$ cat src/rtl/i2c_pkg.sv
// Shared types and constants for the I2C target block.
package i2c_pkg;

   typedef enum logic [3:0] {
      StIdle,
      StAddr,
      StAddrAck,
      StPtr,
      StPtrAck,
      StWdata,
      StWdataAck,
      StRdata,
      StRdataAck,
      StIgnore
   } i2c_tgt_state_t;

   localparam logic        I2C_ACK       = 1'b0;
   localparam logic        I2C_NACK      = 1'b1;
   localparam int unsigned I2C_BYTE_BITS = 8;

endpackage

$ cat src/rtl/i2c_bus_sync.sv
// SCL/SDA synchronizers plus edge and START/STOP detection.
// Define I2C_TARGET_GLITCH_FILTER_EN to add a 3-sample majority-free glitch filter.
module i2c_bus_sync (
   input  logic clk,
   input  logic reset_n,
   input  logic scl_i,
   input  logic sda_i,
   output logic scl_rise,
   output logic scl_fall,
   output logic start_det,
   output logic stop_det,
   output logic sda_s
);

   logic [1:0] scl_sync_q, sda_sync_q;
   logic       scl_s;
   logic       scl_prev_q, sda_prev_q;

   // Idle bus is high, so reset every stage to 1 to avoid a false edge.
   always_ff @(posedge clk or negedge reset_n) begin
      if (!reset_n) begin
         scl_sync_q <= 2'b11;
         sda_sync_q <= 2'b11;
      end else begin
         scl_sync_q <= {scl_sync_q[0], scl_i};
         sda_sync_q <= {sda_sync_q[0], sda_i};
      end
   end

`ifdef I2C_TARGET_GLITCH_FILTER_EN
   logic scl_hist_q, sda_hist_q, scl_filt_q, sda_filt_q;

   // Accept a new level only once three successive samples agree.
   always_ff @(posedge clk or negedge reset_n) begin
      if (!reset_n) begin
         scl_hist_q <= 1'b1;
         sda_hist_q <= 1'b1;
         scl_filt_q <= 1'b1;
         sda_filt_q <= 1'b1;
      end else begin
         scl_hist_q <= scl_sync_q[1];
         sda_hist_q <= sda_sync_q[1];
         if ((scl_sync_q[0] == scl_sync_q[1]) && (scl_sync_q[1] == scl_hist_q)) begin
            scl_filt_q <= scl_sync_q[1];
         end
         if ((sda_sync_q[0] == sda_sync_q[1]) && (sda_sync_q[1] == sda_hist_q)) begin
            sda_filt_q <= sda_sync_q[1];
         end
      end
   end

   assign scl_s = scl_filt_q;
   assign sda_s = sda_filt_q;
`else
   assign scl_s = scl_sync_q[1];
   assign sda_s = sda_sync_q[1];
`endif

   always_ff @(posedge clk or negedge reset_n) begin
      if (!reset_n) begin
         scl_prev_q <= 1'b1;
         sda_prev_q <= 1'b1;
      end else begin
         scl_prev_q <= scl_s;
         sda_prev_q <= sda_s;
      end
   end

   assign scl_rise  = scl_s & ~scl_prev_q;
   assign scl_fall  = ~scl_s & scl_prev_q;
   assign start_det = scl_s & scl_prev_q & sda_prev_q & ~sda_s;
   assign stop_det  = scl_s & scl_prev_q & ~sda_prev_q & sda_s;

endmodule

$ cat src/rtl/i2c_target.sv
// I2C target: 7-bit address, one-byte register pointer, host-side register port.
// Optional glitch filter in i2c_bus_sync via I2C_TARGET_GLITCH_FILTER_EN.
module i2c_target
   import i2c_pkg::*;
#(
   parameter int unsigned NREGS = 4,
   parameter int unsigned PW    = $clog2(NREGS)
) (
   input  logic          clk,
   input  logic          reset_n,
   input  logic          scl_i,
   input  logic          sda_i,
   output logic          sda_oe,
   input  logic [6:0]    own_addr,
   output logic          wr_valid,
   output logic [PW-1:0] wr_addr,
   output logic [7:0]    wr_data,
   output logic [PW-1:0] rd_addr,
   input  logic [7:0]    rd_data,
   output logic          busy
);

   localparam logic [3:0] LastBit  = 4'(I2C_BYTE_BITS - 1);
   localparam logic [3:0] ByteDone = 4'(I2C_BYTE_BITS);

   logic scl_rise, scl_fall, start_det, stop_det, sda_s;

   i2c_bus_sync u_bus_sync (
      .clk       (clk),
      .reset_n   (reset_n),
      .scl_i     (scl_i),
      .sda_i     (sda_i),
      .scl_rise  (scl_rise),
      .scl_fall  (scl_fall),
      .start_det (start_det),
      .stop_det  (stop_det),
      .sda_s     (sda_s)
   );

   i2c_tgt_state_t state_q, state_d;
   logic [3:0]     cnt_q, cnt_d;
   logic [7:0]     sh_q, sh_d, byte_in;
   logic [PW-1:0]  ptr_q, ptr_d, wa_q, wa_d;
   logic [7:0]     wd_q, wd_d;
   logic           rw_q, rw_d, oe_q, oe_d, busy_q, busy_d, wv_q, wv_d;

   assign byte_in = {sh_q[6:0], sda_s};

   always_ff @(posedge clk or negedge reset_n) begin
      if (!reset_n) begin
         state_q <= StIdle;
         cnt_q   <= '0;
         sh_q    <= '0;
         ptr_q   <= '0;
         wa_q    <= '0;
         wd_q    <= '0;
         rw_q    <= 1'b0;
         oe_q    <= 1'b0;
         busy_q  <= 1'b0;
         wv_q    <= 1'b0;
      end else begin
         state_q <= state_d;
         cnt_q   <= cnt_d;
         sh_q    <= sh_d;
         ptr_q   <= ptr_d;
         wa_q    <= wa_d;
         wd_q    <= wd_d;
         rw_q    <= rw_d;
         oe_q    <= oe_d;
         busy_q  <= busy_d;
         wv_q    <= wv_d;
      end
   end

   always_comb begin
      state_d = state_q;
      cnt_d   = cnt_q;
      sh_d    = sh_q;
      ptr_d   = ptr_q;
      wa_d    = wa_q;
      wd_d    = wd_q;
      rw_d    = rw_q;
      oe_d    = oe_q;
      busy_d  = busy_q;
      wv_d    = 1'b0;
      if (start_det) begin
         state_d = StAddr;
         cnt_d   = '0;
         oe_d    = 1'b0;
      end else if (stop_det) begin
         state_d = StIdle;
         oe_d    = 1'b0;
         busy_d  = 1'b0;
      end else begin
         unique case (state_q)
            StIdle, StIgnore: ;
            StAddr, StPtr, StWdata: begin
               if (scl_rise && (cnt_q < ByteDone)) begin
                  sh_d  = byte_in;
                  cnt_d = cnt_q + 4'd1;
                  if (cnt_q == LastBit) begin
                     case (state_q)
                        StAddr: begin
                           if (byte_in[7:1] == own_addr) begin
                              rw_d = byte_in[0];
                           end else begin
                              state_d = StIgnore;
                              busy_d  = 1'b0;
                           end
                        end
                        StPtr: ptr_d = byte_in[PW-1:0];
                        StWdata: begin
                           wv_d  = 1'b1;
                           wa_d  = ptr_q;
                           wd_d  = byte_in;
                           ptr_d = ptr_q + PW'(1);
                        end
                        default: ;
                     endcase
                  end
               end else if (scl_fall && (cnt_q == ByteDone)) begin
                  oe_d = ~I2C_ACK;
                  case (state_q)
                     StAddr: begin
                        state_d = StAddrAck;
                        busy_d  = 1'b1;
                     end
                     StPtr:   state_d = StPtrAck;
                     default: state_d = StWdataAck;
                  endcase
               end
            end
            StAddrAck, StPtrAck, StWdataAck: begin
               if (scl_fall) begin
                  oe_d  = 1'b0;
                  cnt_d = '0;
                  if ((state_q == StAddrAck) && rw_q) begin
                     state_d = StRdata;
                     sh_d    = rd_data;
                     oe_d    = ~rd_data[7];
                  end else if (state_q == StAddrAck) begin
                     state_d = StPtr;
                  end else begin
                     state_d = StWdata;
                  end
               end
            end
            StRdata: begin
               if (scl_rise) begin
                  cnt_d = cnt_q + 4'd1;
                  if (cnt_q == LastBit) begin
                     ptr_d = ptr_q + PW'(1);
                  end
               end else if (scl_fall) begin
                  if (cnt_q == ByteDone) begin
                     state_d = StRdataAck;
                     oe_d    = 1'b0;
                     cnt_d   = '0;
                  end else begin
                     sh_d = {sh_q[6:0], 1'b0};
                     oe_d = ~sh_q[6];
                  end
               end
            end
            StRdataAck: begin
               // cnt_q = 1 marks that the controller ACKed on this clock's rising edge.
               if (scl_rise) begin
                  if (sda_s == I2C_NACK) begin
                     state_d = StIgnore;
                  end else begin
                     cnt_d = 4'd1;
                  end
               end else if (scl_fall && (cnt_q == 4'd1)) begin
                  state_d = StRdata;
                  cnt_d   = '0;
                  sh_d    = rd_data;
                  oe_d    = ~rd_data[7];
               end
            end
            default: state_d = StIdle;
         endcase
      end
   end

   assign sda_oe   = oe_q;
   assign wr_valid = wv_q;
   assign wr_addr  = wa_q;
   assign wr_data  = wd_q;
   assign rd_addr  = ptr_q;
   assign busy     = busy_q;

endmodule

$ cat config.mk
export PLATFORM = sky130hd
export DESIGN_NAME = i2c_target
export DESIGN_NICKNAME = d
export VERILOG_FILES = /design/src/rtl/i2c_pkg.sv /design/src/rtl/i2c_bus_sync.sv /design/src/rtl/i2c_target.sv
export SDC_FILE = /design/constraint.sdc
export NUM_CORES = 1
export LEC_CHECK = 0
export ABC_CLOCK_PERIOD_IN_PS = 2300
export CAP_MARGIN = 5
export CORE_ASPECT_RATIO = 0.8
export CORE_MARGIN = 3
export CORE_UTILIZATION = 45
export DETAILED_ROUTE_END_ITERATION = 10
export PLACE_DENSITY = 0.75
export SYNTH_ARGS = -nofsm -noshare
export SYNTH_HDL_FRONTEND = slang
export SYNTH_SLANG_ARGS = --single-unit
$ cat constraint.sdc
create_clock -name clk -period 2.3 [get_ports clk]
set_input_delay 0.69 -clock clk [delete_from_list [all_inputs] [get_ports clk]]
set_output_delay 0.69 -clock clk [all_outputs]
set_load 0.05 [all_outputs]
* Word level (Yosys, flattened, before mapping)
Cells that the tools add are included.
Word-level totals: flip-flop bits (word level) 37, input port bits 19, output and inout port bits 15, word-level logic and storage cells 174
Cells by class: $add $sub $neg 2, $lt $le $gt $ge 1, equality and inequality tests 49, muxes and demuxes 70, bitwise logic cells 15, reductions and logical operators 23
Operators by type and width (count):
- $mux W4 | 24
- $mux W7 | 8
- $ne A4 B4 Y1 const B | 12
- $pmux W7 S4 | 1
- $mux W1 | 25
- $ne A5 B5 Y1 const B | 5
- $ne A2 B2 Y1 const B | 12
- $reduce_and A8 Y1 | 3
- $reduce_and A11 Y1 | 2
- $eq A4 B3 Y1 const B | 5
- $pmux W4 S5 | 1
- $pmux W4 S4 | 1
- $ne A3 B3 Y1 const B | 5
- $eq A4 B4 Y1 const B | 3
- $reduce_and A6 Y1 | 2
- $eq A4 B1 Y1 const B | 2
- $eq A4 B2 Y1 const B | 2
- $mux W2 | 4
- $not A1 Y1 | 8
- $pmux W2 S2 | 2
- $and A1 B1 Y1 | 7
- $eq A7 B7 Y1 | 1
- $reduce_and A7 Y1 | 1
- $mux W3 | 2
- 16 further kinds | 22

* Logic depth before layout (Yosys ltp)
depth after elaboration 8, mapped depth 9, mapped depth without buffers 8

* Hierarchy
Synthesis repeated with hierarchy kept, for this count alone.
Unflattened totals: cells, all modules 226, area, all modules 2354.8 um2
By module, submodules not included:
- i2c_target | instances 1, cells each 216, area each 2164.6 um2, sequential area each 775.7 um2
- i2c_bus_sync | instances 1, cells each 10, area each 190.2 um2, sequential area each 157.7 um2

* Worst setup path after synthesis
OpenSTA, ideal clock, no wires.
path type register to register, start reg state_q[0], end reg sh_q[0], library setup time 125 ps, arrival time 1946 ps, data required time 2175 ps, slack 229 ps, cell stages (with the launch flop) 7, buffers on the path 1, clock period less this slack 2071 ps, cell sequence dfrtp_1 -> buf_6 -> nor4b_4 -> o21a_2 -> nand2_2 -> nor4_4 -> mux2_2
On the way: word-level cells in the longest chain between the ends 4, elaborated cells between the ends (all ways) 22, those cells by class 16 x eq/ne; 1 x mux; 5 x reduce/logical
RTL lines:
- from (decl) | line i2c_target.sv:40 | i2c_tgt_state_t state_q, state_d;
- from (signal assigned) | line i2c_target.sv:51 | state_q <= StIdle;
- from (signal assigned) | line i2c_target.sv:62 | state_q <= state_d;
- $eq A4 B2 Y1 (tied with other cells) | line i2c_target.sv:95, i2c_target.sv:137
- $reduce_or A3 Y1 or $logic_and A1 B1 Y1 (tied branches) | line i2c_target.sv:95, i2c_target.sv:137
- $reduce_bool A4 Y1 (no source line) or $ne A2 B2 Y1 (tied branches)
- $reduce_and A11 Y1 (no source line)
- to (signal assigned) | line i2c_target.sv:53 | sh_q <= '0;
- to (signal assigned) | line i2c_target.sv:64 | sh_q <= sh_d;
- to (decl) | line i2c_target.sv:42 | logic [7:0] sh_q, sh_d, byte_in;
Parallel ways exist; a longest one is shown, timed or not. A chain may end at the register's enable or synchronous reset.

* Worst setup path after layout
start reg ptr_q[1] (netlist: rd_addr[1]), end out rd_addr[1]
RTL lines:
- from (decl) | line i2c_target.sv:43 | logic [PW-1:0] ptr_q, ptr_d, wa_q, wa_d;
- from (signal assigned) | line i2c_target.sv:65 | ptr_q <= ptr_d;
- to (decl) | line i2c_target.sv:18 | output logic [PW-1:0] rd_addr,
No word-level cell between the ends.

==> results.cfg <==
[setup_path]
crit_buf_inv = 1
crit_slowest_cell = clkdlybuf4s50_1
startpoint_type = flip-flop
path_max_fanout = 4
end_kind = primary output
critPathTopFamily = buffers and inverters
worstPathCellList = clkdlybuf4s50_1
worstPathRequired_ps = 1610
slowest_delay_ps = 830
critPathKind = flip-flop to primary output
arrival_ps = 1510

[pwr]
power_mw = 3.17
powerDensity_mw_per_mm2 = 1070
leakage_nw = 1.28
vdd_ir_drop_max_uv = 622

[worst_hold_path]
hp-class = flip-flop to flip-flop

[clocking]
cts_tree = yes
cts-buffers-inserted = 5
cts_buffer_depth = 2
htreeDepth = 2
post_cts_buffers = 0
hold_buffers = 0
path_clk_slew_ps = 80
cts_sinks = 37
cts-root-buf = clkbuf_8
worst_skew_pair.late_latency_ps = 290

[synthesis]
ys_seq_elements = 37
yosysSeqAreaShare = 0.403
synth_area_leaders = dfrtp_1, mux2_2, dfstp_2
synthArstFlopShare = 1.00
syn_area_mm2 = 0.00232
yosys_warnings = 0
syn_inst = 240
synth_edf_count = 0
avgSynthCellArea_um2 = 9.66
synth_top_cell_area_share = 0.335
syn-num-nets = 265
ys.flop_type = dfrtp_1
ys_types = 54
yosysTopAreaCell = dfrtp_1

[die]
num_rows = 22
io-pin-count = 34
dieArea_mm2 = 0.00605
fp.dieH_um = 70.2
dieWidth_um = 86.2
core-area_mm2 = 0.00476
start_util = 0.487

[global_routing]
overflow = 0
grt_usage = 0.200
antenna_found_initial = 0
grt_first_pass_wirelength_um = 9650
grt_start_max_net_pins = 38
grt_pass1_vias = 1944

[route]
vias = 2027
drt_pass1_iterations = 5
drt_iter0_drc = 144
totalWireLength_um = 5880
drt-vias-per-instance = 5.77
routedWlPerCell_um = 16.7
postRouteAntennaNets = 0
drcViolationCount = 0

[timing]
period_needed_ps = 2200
final-hold-violation-count = 0
timing.final.ws_setup_ps = 99.0
fmax_mhz = 454
min_period_over_period = 0.957
setup_viol = 0
rsz0062_at_grt = no
worst_pin_slew_ps = 518
whs_ps = 356
slew_viol_final = 0
slew_headroom = 0.654
fin_worst_skew_ps = 5.97

[run_status]
status = finished clean

[finish]
area_growth_pct = 28.3
drive_above_1_share = 0.254
fillers = 397
fin_nets = 315
layout_common_cells = dfrtp_1, clkdlybuf4s50_1, mux2_2
diodes = 0
post-route-util = 0.624

[place]
gp_congestion = 0.958
io_buffers = 33
dp.final_hpwl_um = 4410
dp_slack_ps = -175

[job]
max_cap_violations = 0
## flip-flops by register name (all words and copies together) (netlist names)
| register | count |
|---|---|
| busy | 1 |
| cnt_q | 4 |
| rd_addr | 2 |
| rw_q | 1 |
| sda_oe | 1 |
| sh_q | 7 |
| state_q | 4 |
| u_bus_sync.scl_prev_q | 1 |
| u_bus_sync.scl_sync_q | 2 |
| u_bus_sync.sda_prev_q | 1 |
| u_bus_sync.sda_sync_q | 2 |
| wr_addr | 2 |
| wr_data | 8 |
| wr_valid | 1 |
## synth_stat cells, drive strengths merged, types with 2 or more instances
library cell  instances
nor4                  5
nor2                 12
dfstp                 6
dfrtp                31
o21bai                2
nand3b                3
and3                  2
nand2                22
nand4                 2
buf                   7
clkbuf                6
a21oi                15
ha                    6
o21a                  3
nand2b                4
nand3                 9
o2111a                2
a21boi                2
xor2                  8
and2                  2
nor3                  5
mux2                 23
inv                   9
o21ai                19
a31oi                 4
nor3b                 2
nor2b                 4
o32ai                 3
o2bb2ai               3
## path summary, 6_finish.rpt
path / depth (start not counted) / endpoint / from / slack (ps)
max: 1 / rd_addr[1] / rd_addr[1]$_DFFE_PN0P_ / 100
min: 0 / u_bus_sync.sda_sync_q[1]$_DFF_PN1_ / u_bus_sync.sda_sync_q[0]$_DFF_PN1_ / 360
max reg2reg: 7 / state_q[2]$_DFFE_PN0P_ / u_bus_sync.scl_prev_q$_DFF_PN1_ / 110
min reg2reg: 0 / u_bus_sync.sda_sync_q[1]$_DFF_PN1_ / u_bus_sync.sda_sync_q[0]$_DFF_PN1_ / 360
max in group asynchronous: 2 / u_bus_sync.scl_prev_q$_DFF_PN1_ / reset_n / 1500
min in group asynchronous: 2 / wr_data[0]$_DFFE_PN0P_ / reset_n / 440
## worst reg2reg max path, cell delays in order (launching register included)
cell and delay, ps:
dfstp_2 550, ha_1 290, and4b_1 350, a31oi_1 120, a22o_1 230, o21ba_2 270, nand3b_1 130, o2bb2ai_1 180
## stage by stage
stage / cell area [um^2] / TNS [ps] / cells
final: 2970 / 0 / 351
after global routing: 2970 / 0 / 351
after CTS: 2950 / 0 / 351
after detailed placement: 2830 / -589 / 343
after global placement: 2830 / -400 / 343
after floorplan: 2320 / 0 / 240
## per-layer routing
metal | GRT usage | share of wire | up-vias
met5 | 0 | 0 | -
met4 | 0.0329 | 0 | 0
met3 | 0.0460 | 0.068 | 0
met2 | 0.318 | 0.47 | 78
met1 | 0.282 | 0.46 | 976
li1 | - | - | 973
## where the power goes
part / internal (mW) / total, mW / leakage, nW / switching (mW)
combinational: 0.732 / 1.58 / 0.764 / 0.848
clock: 0.353 / 0.585 / 0.0574 / 0.233
sequential: 0.812 / 1.01 / 0.457 / 0.195
total: 1.90 / 3.17 / 1.28 / 1.28
## kinds of logic (layout without fill, tap and decap cells)
group	count (synthesis)	in the layout	share of synthesized area
xor+xnor	9	9	0.0340
flops	37	37	0.403
fa+ha+maj	6	6	0.0324
compound gates	63	63	0.177
mux	24	24	0.116
simple gates	79	79	0.193
buf+inv	22	73	0.0443
## final cells by class
type / count / area [um^2] / share of cell area
Clock inverter: 2 / 37.5 / 0.0126
Sequential cell: 37 / 933 / 0.314
Inverter: 9 / 33.8 / 0.0114
Multi-Input combinational cell: 181 / 1310 / 0.439
Tap cell: 60 / 75.1 / 0.0253
Timing Repair Buffer: 56 / 504 / 0.170
Clock buffer: 6 / 82.6 / 0.0278
## repair_timing
action                                 CTS  global route
setup endpoints to repair                0            14
resized for setup                        0             7
endpoints found under the hold margin    0             0
Power figures use the tool's default switching activity.
